`src/rtl/hazard_pkg.sv`:
```
// hazard_pkg: shared state, forward-select and result-source definitions
package hazard_pkg;
    typedef enum logic {RUN, MWAIT} state_t;
    typedef enum logic [1:0] {FWD_RF = 2'b00, FWD_WB = 2'b01, FWD_MEM = 2'b10} fwd_sel_t;
    localparam logic [1:0] RSLT_MEM = 2'b01;
endpackage

```
`src/rtl/fwd_unit.sv`:
```
// fwd_unit: execute operand bypass select for one source register
module fwd_unit
    import hazard_pkg::*;
(
    input  logic [4:0] rs_i,
    input  logic       reg_wrt_m_i,
    input  logic [4:0] rd_m_i,
    input  logic       reg_wrt_w_i,
    input  logic [4:0] rd_w_i,
    output fwd_sel_t   fwd_o
);
    logic hit_m;
    logic hit_w;
    assign hit_m = reg_wrt_m_i && rd_m_i != 5'd0 && rd_m_i == rs_i;
    assign hit_w = reg_wrt_w_i && rd_w_i != 5'd0 && rd_w_i == rs_i;
    assign fwd_o = hit_m ? FWD_MEM : hit_w ? FWD_WB : FWD_RF;
endmodule

```
`src/rtl/hazard_ctrl.sv`:
```
// hazard_ctrl: pipeline stall/flush/forward control with data-memory wait timeout; forwarding enabled by FWD_EN
module hazard_ctrl
    import hazard_pkg::*;
#(
    parameter int unsigned MAX_WAIT = 8
) (
    input  logic       clk,
    input  logic       rst,
    input  logic [4:0] rs1d,
    input  logic [4:0] rs2d,
    input  logic [4:0] rs1e,
    input  logic [4:0] rs2e,
    input  logic [4:0] rde,
    input  logic       regWrte,
    input  logic       regWrtm,
    input  logic       regWrtw,
    input  logic [1:0] rsltSrce,
    input  logic [4:0] rdm,
    input  logic [4:0] rdw,
    input  logic       pcSrce,
    input  logic       memReqm,
    input  logic       memRdym,
    output logic       stallf,
    output logic       stalld,
    output logic       stalle,
    output logic       stallm,
    output logic       flushd,
    output logic       flushe,
    output logic       flushw,
    output logic [1:0] fwdAe,
    output logic [1:0] fwdBe,
    output logic       memTmo
);
    localparam logic [7:0] MAX_CNT = 8'(MAX_WAIT);
    state_t     state_q, state_d;
    logic [7:0] cnt_q, cnt_d;
    logic       mem_stall;
    logic       tmo;
    logic       lu;
    logic       br;
    logic       hz;
    fwd_sel_t   fwd_a;
    fwd_sel_t   fwd_b;
    fwd_unit u_fwd_a (
        .rs_i        (rs1e),
        .reg_wrt_m_i (regWrtm),
        .rd_m_i      (rdm),
        .reg_wrt_w_i (regWrtw),
        .rd_w_i      (rdw),
        .fwd_o       (fwd_a)
    );
    fwd_unit u_fwd_b (
        .rs_i        (rs2e),
        .reg_wrt_m_i (regWrtm),
        .rd_m_i      (rdm),
        .reg_wrt_w_i (regWrtw),
        .rd_w_i      (rdw),
        .fwd_o       (fwd_b)
    );
`ifdef FWD_EN
    assign lu    = regWrte && rsltSrce == RSLT_MEM && rde != 5'd0 && (rde == rs1d || rde == rs2d);
    assign fwdAe = rst ? FWD_RF : fwd_a;
    assign fwdBe = rst ? FWD_RF : fwd_b;
`else
    logic unused_fwd;
    assign unused_fwd = ^{rsltSrce, fwd_a, fwd_b};
    assign lu = (rs1d != 5'd0 && ((regWrte && rs1d == rde) || (regWrtm && rs1d == rdm))) ||
                (rs2d != 5'd0 && ((regWrte && rs2d == rde) || (regWrtm && rs2d == rdm)));
    assign fwdAe = FWD_RF;
    assign fwdBe = FWD_RF;
`endif
    // Memory wait FSM: next state, wait counter, stall and timeout detection
    always_comb begin
        state_d   = state_q;
        cnt_d     = cnt_q;
        mem_stall = 1'b0;
        tmo       = 1'b0;
        if (state_q == RUN) begin
            mem_stall = memReqm && !memRdym;
            state_d   = mem_stall ? MWAIT : RUN;
            cnt_d     = mem_stall ? 8'd1 : 8'd0;
        end else if (memRdym) begin
            state_d = RUN;
            cnt_d   = 8'd0;
        end else if (cnt_q >= MAX_CNT) begin
            tmo     = 1'b1;
            state_d = RUN;
            cnt_d   = 8'd0;
        end else begin
            mem_stall = 1'b1;
            cnt_d     = cnt_q + 8'd1;
        end
    end
    // A memory stall masks branch and load-use; a branch overrides the load-use stall
    assign br     = pcSrce && !mem_stall;
    assign hz     = lu && !mem_stall && !br;
    assign stallf = !rst && (mem_stall || hz);
    assign stalld = !rst && (mem_stall || hz);
    assign stalle = !rst && mem_stall;
    assign stallm = !rst && mem_stall;
    assign flushd = rst || br;
    assign flushe = rst || br || hz;
    assign flushw = rst || mem_stall || tmo;
    assign memTmo = !rst && tmo;
    // State and wait counter registers
    always_ff @(posedge clk) begin
        if (rst) begin
            state_q <= RUN;
            cnt_q   <= 8'd0;
        end else begin
            state_q <= state_d;
            cnt_q   <= cnt_d;
        end
    end
endmodule

```
`config.mk`:
```
export PLATFORM = sky130hd
export DESIGN_NAME = hazard_ctrl
export DESIGN_NICKNAME = d
export VERILOG_FILES = /design/src/rtl/hazard_pkg.sv /design/src/rtl/fwd_unit.sv /design/src/rtl/hazard_ctrl.sv
export SDC_FILE = /design/constraint.sdc
export NUM_CORES = 1
export LEC_CHECK = 0
export CORE_ASPECT_RATIO = 0.8
export CORE_MARGIN = 1
export CORE_UTILIZATION = 31
export CTS_CLUSTER_SIZE = 14
export DETAILED_ROUTE_END_ITERATION = 10
export GPL_TIMING_DRIVEN = 0
export PLACE_DENSITY = 0.78
export SLEW_MARGIN = 20
export SYNTH_ARGS = -nofsm -noshare
export SYNTH_HDL_FRONTEND = slang
export SYNTH_HIERARCHICAL = 1
export SYNTH_SLANG_ARGS = --single-unit
```
`constraint.sdc`:
```
create_clock -name clk -period 1.8 [get_ports clk]
set_clock_uncertainty 0.05 [all_clocks]
set_input_delay 0.18 -clock clk [delete_from_list [all_inputs] [get_ports clk]]
set_output_delay 0.18 -clock clk [all_outputs]
set_load 0.03 [all_outputs]
```
# == Word-level counts from Yosys, hierarchy flattened ==
# Cells that the tools add are included.
# word_totals
input_bits,45
regBits,9
word_cells,47
out_inout_bits,12
# op_classes
addsub,1
n_eq_ne,4
n_lt_le_gt_ge,1
n_mux,12
n_reduce_logical,27
# op_table
op,count
two-way mux 8 bit,3
== test 5 bit,4
logical AND 1 bit,13
nonzero test 5 bit,2
two-way mux 1 bit,9
"adder 8 x 1 -> 8 bit, second input constant",1
">= comparator 8 x 4 -> 1 bit, second input constant",1
logical OR 1 bit,8
logical NOT 1 bit,4

# == Depth between registers and ports, before layout ==
# Gate-level depths: netlist of the first run.
# depth
ltp_word,10
mapped_depth,6
mapped_depth_nobuf,5

# == Least setup slack after synthesis of the first run ==
# Ideal clock, no wire load.
# synth_path
path_kind,flip-flop to output port
from,reg cnt_q[6]
to,out stallf
path_stages_with_launch,7
t_arrival_ps,2202
required_ps,1570
slack_ps,-632
n_path_buf,1
path_cell_list,dfxtp_1 -> or4_4 -> nor2_4 -> a21boi_2 -> nor3_2 -> o21bai_1 -> buf_4
# synth_via
elab_chain_cells,10
word_cells_on_any_way,11
# synth_lines
element,line_no,source
start: declaration,hazard_ctrl.sv:36,"logic [7:0] cnt_q, cnt_d;"
start signal: assignment,hazard_ctrl.sv:112,cnt_q <= cnt_d;
>= comparator 8 x 4 -> 1 bit (*),hazard_ctrl.sv:85,end else if (cnt_q >= MAX_CNT) begin
two-way mux 1 bit (*),hazard_ctrl.sv:85,
two-way mux 1 bit (*),hazard_ctrl.sv:82,end else if (memRdym) begin
two-way mux 1 bit (*),hazard_ctrl.sv:78,if (state_q == RUN) begin
logical NOT 1 bit,"hazard_ctrl.sv:95, hazard_ctrl.sv:96",
logical AND 1 bit,hazard_ctrl.sv:95,assign br = pcSrce && !mem_stall;
logical NOT 1 bit,hazard_ctrl.sv:96,assign hz = lu && !mem_stall && !br;
logical AND 1 bit,hazard_ctrl.sv:96,
logical OR 1 bit (*),n/a,
logical AND 1 bit (*),n/a,
end: declaration,hazard_ctrl.sv:23,"output logic stallf,"
# Mark *: on every way between the ends. The rest lies on a longest branch, timed or not.

# == Worst setup path after layout of the first run ==
# layout_path
from,reg cnt_q[5]
to,out stallf
# layout_via
elab_chain_cells,10
word_cells_on_any_way,11
# layout_lines
element,line_no,source
>= comparator 8 x 4 -> 1 bit (*),hazard_ctrl.sv:85,
two-way mux 1 bit (*),hazard_ctrl.sv:85,
two-way mux 1 bit (*),hazard_ctrl.sv:82,
two-way mux 1 bit (*),hazard_ctrl.sv:78,
logical NOT 1 bit,"hazard_ctrl.sv:95, hazard_ctrl.sv:96",
logical AND 1 bit,hazard_ctrl.sv:95,
logical NOT 1 bit,hazard_ctrl.sv:96,
logical AND 1 bit,hazard_ctrl.sv:96,
logical OR 1 bit (*),hazard_ctrl.sv:97,assign stallf = !rst && (mem_stall || hz);
logical AND 1 bit (*),hazard_ctrl.sv:97,
# Marks and branches as above.

==> results of run 1 <==
## power groups by stage
stage	registers [mW]	logic, mW	clock network, mW
global placement	0.214	0.217	0
finish	0.211	0.234	0.157
global route	0.211	0.251	0.171
CTS	0.211	0.231	0.164
floorplan	0.213	0.114	0
detailed placement	0.215	0.222	0
## worst register-to-register path, cell delays in order, from the launching register on
cell       delay (ns)
dfxtp_1          0.30
or4_4            0.55
nor2_4           0.14
a21boi_4         0.08
buf_4            0.14
a2111oi_2        0.31
## synthesized netlist by cell type
cell	number
xnor2_1	21
o22ai_1	2
nand4_1	4
nor3_2	1
nand3_1	2
conb_1	1
dfxtp_1	9
or4_4	1
nor2_1	9
inv_1	4
nor2_4	1
a2111oi_2	1
ha_1	2
nand2_1	7
a22oi_1	1
nor4_1	1
buf_4	6
o21bai_1	2
nand2b_1	1
a21boi_2	1
a21oi_1	1
nor3_1	3
## logic make-up after synthesis
| group | share of synthesized area (%) |
|---|---|
| compound gates | 9.83 |
| xor+xnor | 27.3 |
| fa+ha+maj | 3.71 |
| buf+inv | 8.90 |
| flops | 26.7 |
| other cells | 0.556 |
| simple gates | 23.0 |
## state kept, by name (all words and copies together) (netlist names)
signal,count
cnt_q,8
state_q,1
## final cells by class
| class | count | share of cell area (%) |
|---|---|---|
| plain buffers | 5 | 3.52 |
| clock buffers | 3 | 1.92 |
| clock inverters | 1 | 0.426 |
| inverters | 4 | 1.28 |
| multi-input cells | 69 | 41.7 |
| flip-flops and latches | 9 | 15.4 |
| well taps | 24 | 2.56 |
| repair buffers | 41 | 33.3 |
## routing by layer
| layer | share of wire, % | vias to the layer above | routed length [µm] | global-route usage [%] |
|---|---|---|---|---|
| met3 | 4.6 | 2 | 93 | 4.91 |
| met5 | 0 | - | 0 | 0 |
| met1 | 42 | 336 | 846 | 25.2 |
| li1 | - | 357 | - | - |
| met2 | 54 | 23 | 1090 | 37.6 |
| met4 | 0.20 | 0 | 4 | 3.08 |
## stage by stage
stage	hold slack [ns]	instance area, µm²
3_5_place_dp	0.440	1090
2_1_floorplan	0.199	722
6_report	0.455	1170
3_3_place_gp	0.421	1090
4_1_cts	0.447	1160
5_1_grt	0.454	1170
## worst paths after layout
check	from	slack (ns)	end	cells past startpoint
worst min-delay path	cnt_q[2]$_SDFF_PP0_	0.46	cnt_q[3]$_SDFF_PP0_	2
worst min register to register	cnt_q[2]$_SDFF_PP0_	0.46	cnt_q[3]$_SDFF_PP0_	2
worst max register to register	cnt_q[5]$_SDFF_PP0_	0.13	cnt_q[0]$_SDFF_PP0_	5
worst max-delay path	cnt_q[5]$_SDFF_PP0_	-0.37	stallf	7
## timing repair
action,in CTS,in global routing
setup endpoints to repair,8,7
endpoints found under the hold margin,0,0
resized for setup,48,2
pin swaps,4,2
setup buffers,5,2
hold buffers,0,0
==> summary.txt, run 1 <==
Synth area leader = xnor2_1
Crit path top cell by count = buf_6
Worst path required time = 1.57 ns
Clock Latency Late Sink = 0.26 ns
GR Overflow Total = 0
Final min period = 2.17 ns
DRC = 0
Power Total = 0.602 mW
First-pass GRT wire length = 3540 µm
Pre-CTS setup slack = -0.743 ns
Slowest CP cell = or4_4
Register area share after synthesis = 26.7%
Post-route insts no fill = 156
Mapped Area = 674 µm²
FF+latch count, synth = 9
Maxcap violations = 0
Sw power = 0.188 mW
CP cell instances = or4_4 > nor2_4 > a21boi_4 > nor3_4 > o21bai_4 > buf_6 > buf_6
CTS clk-pin slew, worst paths = 0.06 ns
# rows = 14
Mean Syn Cell Area = 8.33 µm²
Initial antenna violation count = 0
Initial Util = 34.4%
Critical Path Fanout Max = 3
Core area = 1960 µm²
Area of the multi-input gates = 489 µm²
Vias in the first global route = 766
Synth cell types = 22
Unrepaired setup endpoints after global routing = yes
Post-synth top area share = 27.3%
Final WL = 2040 µm
Clock share of power = 26.1%
Share of cells above drive strength 1 = 22.7%
Vias per cell = 4.60
Leakage dissipation = 0.463 nW
Placed insts = 146
Die area = 2370 µm²
Total track usage = 20.9%
Largest stage delay on the critical path = 0.55 ns
Most common cell after layout, fill and taps aside = clkdlybuf4s50_1
Most frequent cells in the layout = clkdlybuf4s50_1 (26), xnor2_1 (21), buf_4 (12), nor2_1 (9), dfxtp_1 (9)
DRT iter0 DRCs = 13
Total Neg Setup Slack = -1.88 ns
Worst hold path class = reg -> reg
CP arrival = 1.94 ns
Number of H-tree levels = 1
Int Power = 0.414 mW
CTS root buffer = clkbuf_4
CTS tree = done
Crit path max-delay family = simple AND/OR/NAND/NOR gates
Period Utilization, post-route = 121%
Hold Fails Final Rpt = 0
Fill cells = 176
Switching Share = 31.2%
Boundary Pins = 57
CTS Sinks = 9
Final nets = 180
WP buf/inv = 2
Final core occ = 59.8%
Seq. cell area = 180 µm²
Die width = 54.1 µm
CP Launch Type = flop
Synthesis-to-finish area growth = 74.0%
Antenna Nets Post-Route = 0
Ant. Diodes = 0
Pwr dens = 513 nW/µm²
Largest net degree at the start of global routing = 7
Placer Congestion = 0.841
Die Span Y = 43.7 µm
Maximum VDD drop = 0.000361 V
Fin. max-slew vios = 0
Failing checks = negative setup slack
Status = complete, but fails checks
Combinational power share = 38.9%
Kind of critical path = reg -> out
Fmax = 460 MHz
Seq pwr share = 35.0%
Num CTS Buffers = 3
Routed len/inst = 13.1 µm
DRT Pass-1 Iters = 4
Synth warn = 6
Worst-case clock buffer depth = 2
Setup crit end kind = primary output
Setup ws final = -0.375 ns
I/O Buffers = 34
Mapped Cells = 81
# setup viols final = 7
Placed wire-length estimate = 1660 µm
Synth top area cells = xnor2_1 (27%), dfxtp_1 (27%), buf_4 (6.7%), nor2_1 (5.0%), nand2_1 (3.9%)
Via Count = 718
(Power assumes the default switching activity.)
==> inputs of run 2 (changes only) <==
SKIP_LAST_GASP = 1   (was not set)
==> summary.txt, run 2 (same netlist as run 1, synthesis figures left out) <==
Worst-case clock buffer depth = 2 (unchanged)
GR Util met1 = 25.2% (unchanged)
Unrepaired setup endpoints after global routing = yes
Combinational power share = 39.0% (about the same)
Setup ws final = -0.327 ns (+0.0471 ns)
CTS tree = done
GR Overflow Total = 0 (unchanged)
Share of cells above drive strength 1 = 22.7% (unchanged)
Sw power = 0.188 mW (+0.12%)
Via Count = 719 (+0.14%)
Ant. Diodes = 0 (unchanged)
R2R setup slack = 0.13 ns (about the same)
Initial antenna violation count = 0 (unchanged)
# rows = 14 (unchanged)
Largest net degree at the start of global routing = 7 (unchanged)
CP Launch Point = cnt_q[5]$_SDFF_PP0_
Maxcap violations = 0 (unchanged)
Max FFs per register = 8 (unchanged)
Final nets = 180 (unchanged)
WHS Path Cells = 2 (unchanged)
Switching Share = 31.2% (about the same)
Top Registers = cnt_q x8, state_q x1
Boundary Pins = 57 (unchanged)
Total Neg Setup Slack = -1.55 ns (+0.332 ns)
Clock share of power = 26.0% (about the same)
Final WL = 2040 µm (about the same)
Failing checks = negative setup slack
Setup crit end kind = primary output
CTS clk-pin slew, worst paths = 0.06 ns (about the same)
Die Span Y = 43.7 µm (unchanged)
Antenna Nets Post-Route = 0 (unchanged)
Maximum VDD drop = 0.000372 V (+3.0%)
Final min period = 2.13 ns (-0.0471 ns)
Pwr dens = 512 nW/µm² (about the same)
DRT iter0 DRCs = 13 (unchanged)
CTS root buffer = clkbuf_4
Num CTS Buffers = 3 (unchanged)
DRC = 0 (unchanged)
Number of H-tree levels = 1 (unchanged)
Met3 GRT Util = 4.91% (unchanged)
Synthesis-to-finish area growth = 74.4%
Leakage dissipation = 0.463 nW (about the same)
Fin. max-slew vios = 0 (unchanged)
CP arrival = 1.90 ns (-0.04 ns)
CP Launch Type = flop
Most frequent cells in the layout = clkdlybuf4s50_1 (26), xnor2_1 (21), buf_4 (13), nor2_1 (9), dfxtp_1 (9)
Post-route insts no fill = 156 (unchanged)
Die area = 2370 µm² (unchanged)
Worst path required time = 1.57 ns (about the same)
Total track usage = 20.9% (+0.071 points)
Status = complete, but fails checks
DRT Pass-1 Iters = 4 (unchanged)
Clock Latency Late Sink = 0.26 ns (about the same)
Grt met2 use = 37.8% (+0.24 points)
Vias in the first global route = 770 (+0.52%)
Gr busiest metal = met2
Fmax = 470 MHz (+2.2%)
Routed len/inst = 13.0 µm (about the same)
Largest Register = cnt_q
Placed wire-length estimate = 1660 µm (unchanged)
Worst R2R End = cnt_q[0]$_SDFF_PP0_
Placer Congestion = 0.841 (unchanged)
Critical Path Fanout Max = 3 (unchanged)
Int Power = 0.415 mW (+0.16%)
Seq pwr share = 35.0% (about the same)
Die width = 54.1 µm (unchanged)
Kind of critical path = reg -> out
First-pass GRT wire length = 3560 µm (+0.59%)
Core area = 1960 µm² (unchanged)
Vias per cell = 4.61 (+0.14%)
# setup viols final = 7 (unchanged)
Reg-to-reg startpoint = cnt_q[5]$_SDFF_PP0_
R2R cell count = 5 (unchanged)
I/O Buffers = 34 (unchanged)
Period Utilization, post-route = 118% (-2.6 points)
Initial Util = 34.4% (unchanged)
CP Capture Point = stallf
Placed insts = 146 (unchanged)
Most common cell after layout, fill and taps aside = clkdlybuf4s50_1
CTS Sinks = 9 (unchanged)
Hold Fails Final Rpt = 0 (unchanged)
Worst hold path class = reg -> reg
run 2: cell counts in the layout (fill, tap and decap cells not counted):
No cell type changed its count.
run 2: metal layers:
layer  vias to the layer above  wire length [µm]
li1                        357                 -
met1                       337               841
met2                        23              1090
met3                         2                99
met4                         0                 4
met5                         -                 0
run 2: cell type report:
class / instances / area [µm²]
timing repair buffer: 41 / 393
clock buffer: 3 / 22.5
sequential: 9 / 180
multi-input combinational: 69 / 489
fill: 175 / 786
buffer: 5 / 41.3
clock inverter: 1 / 5.00
tap: 24 / 30.0
inverter: 4 / 15.0
run 2: how the worst min path moves through the flow:
| stage | from | to | slack, ns |
|---|---|---|---|
| 2_1_floorplan | rst | cnt_q[0]$_SDFF_PP0_ | 0.20 |
| 3_3_place_gp | cnt_q[3]$_SDFF_PP0_ | cnt_q[3]$_SDFF_PP0_ | 0.42 |
| 3_5_place_dp | cnt_q[1]$_SDFF_PP0_ | cnt_q[3]$_SDFF_PP0_ | 0.44 |
| 4_1_cts | cnt_q[3]$_SDFF_PP0_ | cnt_q[3]$_SDFF_PP0_ | 0.45 |
| 5_1_grt | cnt_q[3]$_SDFF_PP0_ | cnt_q[3]$_SDFF_PP0_ | 0.45 |
| 6_report | cnt_q[2]$_SDFF_PP0_ | cnt_q[3]$_SDFF_PP0_ | 0.46 |
run 2: critical path, stage by stage, from the launching register on:
cell      delay (ns)
dfxtp_1         0.30
or4_4           0.55
nor2_4          0.14
a21boi_4        0.08
nor3_4          0.17
o21bai_4        0.17
buf_6           0.11
buf_6           0.12
run 2: timing repair:
action                     4_1_cts  5_1_grt
hold buffers                     0        0
pin swaps                        4        1
gates resized for setup         46        7
buffers inserted                 5        2
gates cloned                     0        0
setup endpoints to repair        8        7
run 2: power by group through the flow:
stage	clock, mW	sequential, mW	combinational [mW]
floorplan	0	0.213	0.114
global placement	0	0.214	0.217
detailed placement	0	0.215	0.222
CTS	0.164	0.211	0.230
global route	0.171	0.211	0.252
finish	0.157	0.211	0.235
run 2: through the flow:
stage	power, mW	area [µm²]	worst slack, ns	util (%)	hold slack, ns
after global routing	0.634	1180	-0.417	59.9	0.454
after floorplan	0.327	722	-0.303	-	0.199
after global placement	0.431	1090	-0.723	55.7	0.421
after CTS	0.604	1150	-0.376	58.6	0.447
after detailed placement	0.437	1090	-0.743	55.7	0.440
final	0.603	1180	-0.327	59.9	0.455
==> inputs of run 3 (changes only) <==
--- a/config.mk
+++ b/config.mk
@@ -7,5 +7,5 @@
 export LEC_CHECK = 0
 export CORE_ASPECT_RATIO = 0.8
-export CORE_MARGIN = 1
+export CORE_MARGIN = 5
 export CORE_UTILIZATION = 31
 export CTS_CLUSTER_SIZE = 14
@@ -19,2 +19,3 @@
 export SYNTH_HIERARCHICAL = 1
 export SYNTH_SLANG_ARGS = --single-unit
+export TNS_END_PERCENT = 10
--- a/constraint.sdc
+++ b/constraint.sdc
@@ -3,3 +3,3 @@
 set_input_delay 0.18 -clock clk [delete_from_list [all_inputs] [get_ports clk]]
 set_output_delay 0.18 -clock clk [all_outputs]
-set_load 0.03 [all_outputs]
+set_load 0.005 [all_outputs]
==> summary.txt, run 3 (same netlist as run 1, synthesis figures left out) <==
Status = complete, but fails checks
Failing checks = negative setup slack
Int Power = 0.411 mW (-0.79%)
Total track usage = 11.6% (-9.3 points)
Fin. max-slew vios = 0 (unchanged)
Fmax = 476 MHz (+1.3%)
Worst-case clock buffer depth = 2 (unchanged)
CP Launch Type = flop
Largest net degree at the start of global routing = 7 (unchanged)
Clock share of power = 27.0% (+1.0 points)
Period Utilization, post-route = 117% (-1.5 points)
Final instance area = 1140 µm² (-2.9%)
Sw power = 0.144 mW (-24%)
Setup ws final = -0.300 ns (+0.0271 ns)
# rows = 15 (+1)
CP arrival = 1.87 ns (-0.03 ns)
Maximum VDD drop = 0.000369 V (-0.69%)
Num CTS Buffers = 3 (unchanged)
Unrepaired setup endpoints after global routing = yes
# hold bufs at CTS = 0 (unchanged)
Routed len/inst = 11.9 µm (-8.5%)
Placed wire-length estimate = 1630 µm (-1.5%)
Initial Util = 31.8% (-2.6 points)
Placed insts = 147 (+0.68%)
Die area = 3210 µm² (+36%)
Die Span Y = 51.7 µm (+18%)
Leakage dissipation = 0.441 nW (-4.8%)
CTS tree = done
Switching Share = 25.9% (-5.3 points)
R2R cell count = 5 (unchanged)
Ant. Diodes = 0 (unchanged)
WHS Path Cells = 1 (-1)
Kind of critical path = reg -> out
Seq pwr share = 37.9% (+2.9 points)
Largest Register = cnt_q
Placed Area = 1080 µm² (-1.3%)
CTS root buffer = clkbuf_4
DRT Pass-1 Iters = 4 (unchanged)
I/O Buffers = 34 (unchanged)
Antenna Nets Post-Route = 0 (unchanged)
Final min period = 2.10 ns (-0.0271 ns)
Pwr dens = 486 nW/µm² (-5.2%)
CTS Sinks = 9 (unchanged)
Number of H-tree levels = 1 (unchanged)
Final nets = 178 (-1.1%)
Final WL = 1850 µm (-9.1%)
Via Count = 696 (-3.2%)
DRT iter0 DRCs = 15 (+2)
Maxcap violations = 0 (unchanged)
Hold Fails Final Rpt = 0 (unchanged)
Max FFs per register = 8 (unchanged)
Placer Congestion = 0.820 (-2.5%)
Post-route insts no fill = 155 (-0.64%)
Core area = 2120 µm² (+8.1%)
Initial antenna violation count = 0 (unchanged)
First-pass GRT wire length = 3050 µm (-14%)
Worst hold path class = reg -> reg
Vias in the first global route = 750 (-2.6%)
Most common cell after layout, fill and taps aside = clkdlybuf4s50_1
# setup viols final = 7 (unchanged)
Combinational power share = 35.1% (-3.9 points)
CTS clk-pin slew, worst paths = 0.05 ns (about the same)
GR Overflow Total = 0 (unchanged)
Vias per cell = 4.49 (-2.6%)
Worst path required time = 1.57 ns (about the same)
Critical Path Fanout Max = 3 (unchanged)
Setup crit end kind = primary output
Boundary Pins = 57 (unchanged)
Synthesis-to-finish area growth = 69.4%
Die width = 62.1 µm (+15%)
Top Registers = cnt_q x8, state_q x1
Clock Latency Late Sink = 0.26 ns (about the same)
DRC = 0 (unchanged)
Most frequent cells in the layout = clkdlybuf4s50_1 (28), xnor2_1 (21), nor2_1 (9), dfxtp_1 (9)
Share of cells above drive strength 1 = 18.5% (-4.3 points)
-- run 3: final timing paths --
check	startpoint	endpoint	slack, ns
worst max-delay path	cnt_q[7]$_SDFF_PP0_	stallf	-0.30
worst min-delay path	cnt_q[3]$_SDFF_PP0_	cnt_q[3]$_SDFF_PP0_	0.43
worst max register to register	cnt_q[7]$_SDFF_PP0_	cnt_q[0]$_SDFF_PP0_	0.12
worst min register to register	cnt_q[3]$_SDFF_PP0_	cnt_q[3]$_SDFF_PP0_	0.43
-- run 3: area by class of cell --
| class | instances | area (µm²) |
|---|---|---|
| fill | 190 | 978 |
| multi-input combinational | 69 | 485 |
| timing repair buffer | 38 | 355 |
| sequential | 9 | 180 |
| buffer | 6 | 48.8 |
| tap | 25 | 31.3 |
| clock buffer | 4 | 26.3 |
| inverter | 4 | 15.0 |
-- run 3: power by group through the flow --
stage / logic, mW / clock network, mW / registers, mW
global route: 0.211 / 0.168 / 0.211
global placement: 0.184 / 0 / 0.214
floorplan: 0.0811 / 0 / 0.213
finish: 0.195 / 0.150 / 0.210
CTS: 0.196 / 0.156 / 0.210
detailed placement: 0.188 / 0 / 0.214
-- run 3: per-stage QoR --
step           setup WS (ns)  utilization (%)  setup TNS (ns)  total power [mW]  hold WS [ns]
6_report              -0.300             53.9           -1.90             0.555         0.434
3_5_place_dp          -0.541             50.9           -2.18             0.402         0.428
2_1_floorplan         0.0507                -               0             0.294         0.199
5_1_grt               -0.362             53.9           -2.30             0.589         0.470
4_1_cts               -0.395             53.9           -2.44             0.562         0.439
3_3_place_gp          -0.508             50.9           -2.00             0.398         0.421
-- run 3: timing repair --
action | 4_1_cts | 5_1_grt
setup endpoints to repair | 7 | 7
buffers inserted | 4 | 0
resized for setup | 27 | 0
pin swaps | 4 | 3
-- run 3: worst max-delay path: stages, from the launching register on --
cell and delay, ns:
dfxtp_1 0.30, or4_4 0.55, nor2_4 0.15, a21boi_4 0.08
nor3_4 0.12, buf_4 0.13, o21bai_4 0.11, buf_6 0.11
buf_6 0.08
-- run 3: routing by layer --
layer / global-route usage (%) / part of all wire, %
met1: 11.0 / 36
met2: 24.5 / 58
met3: 3.67 / 5.7
met4: 2.17 / 0
met5: 0 / 0
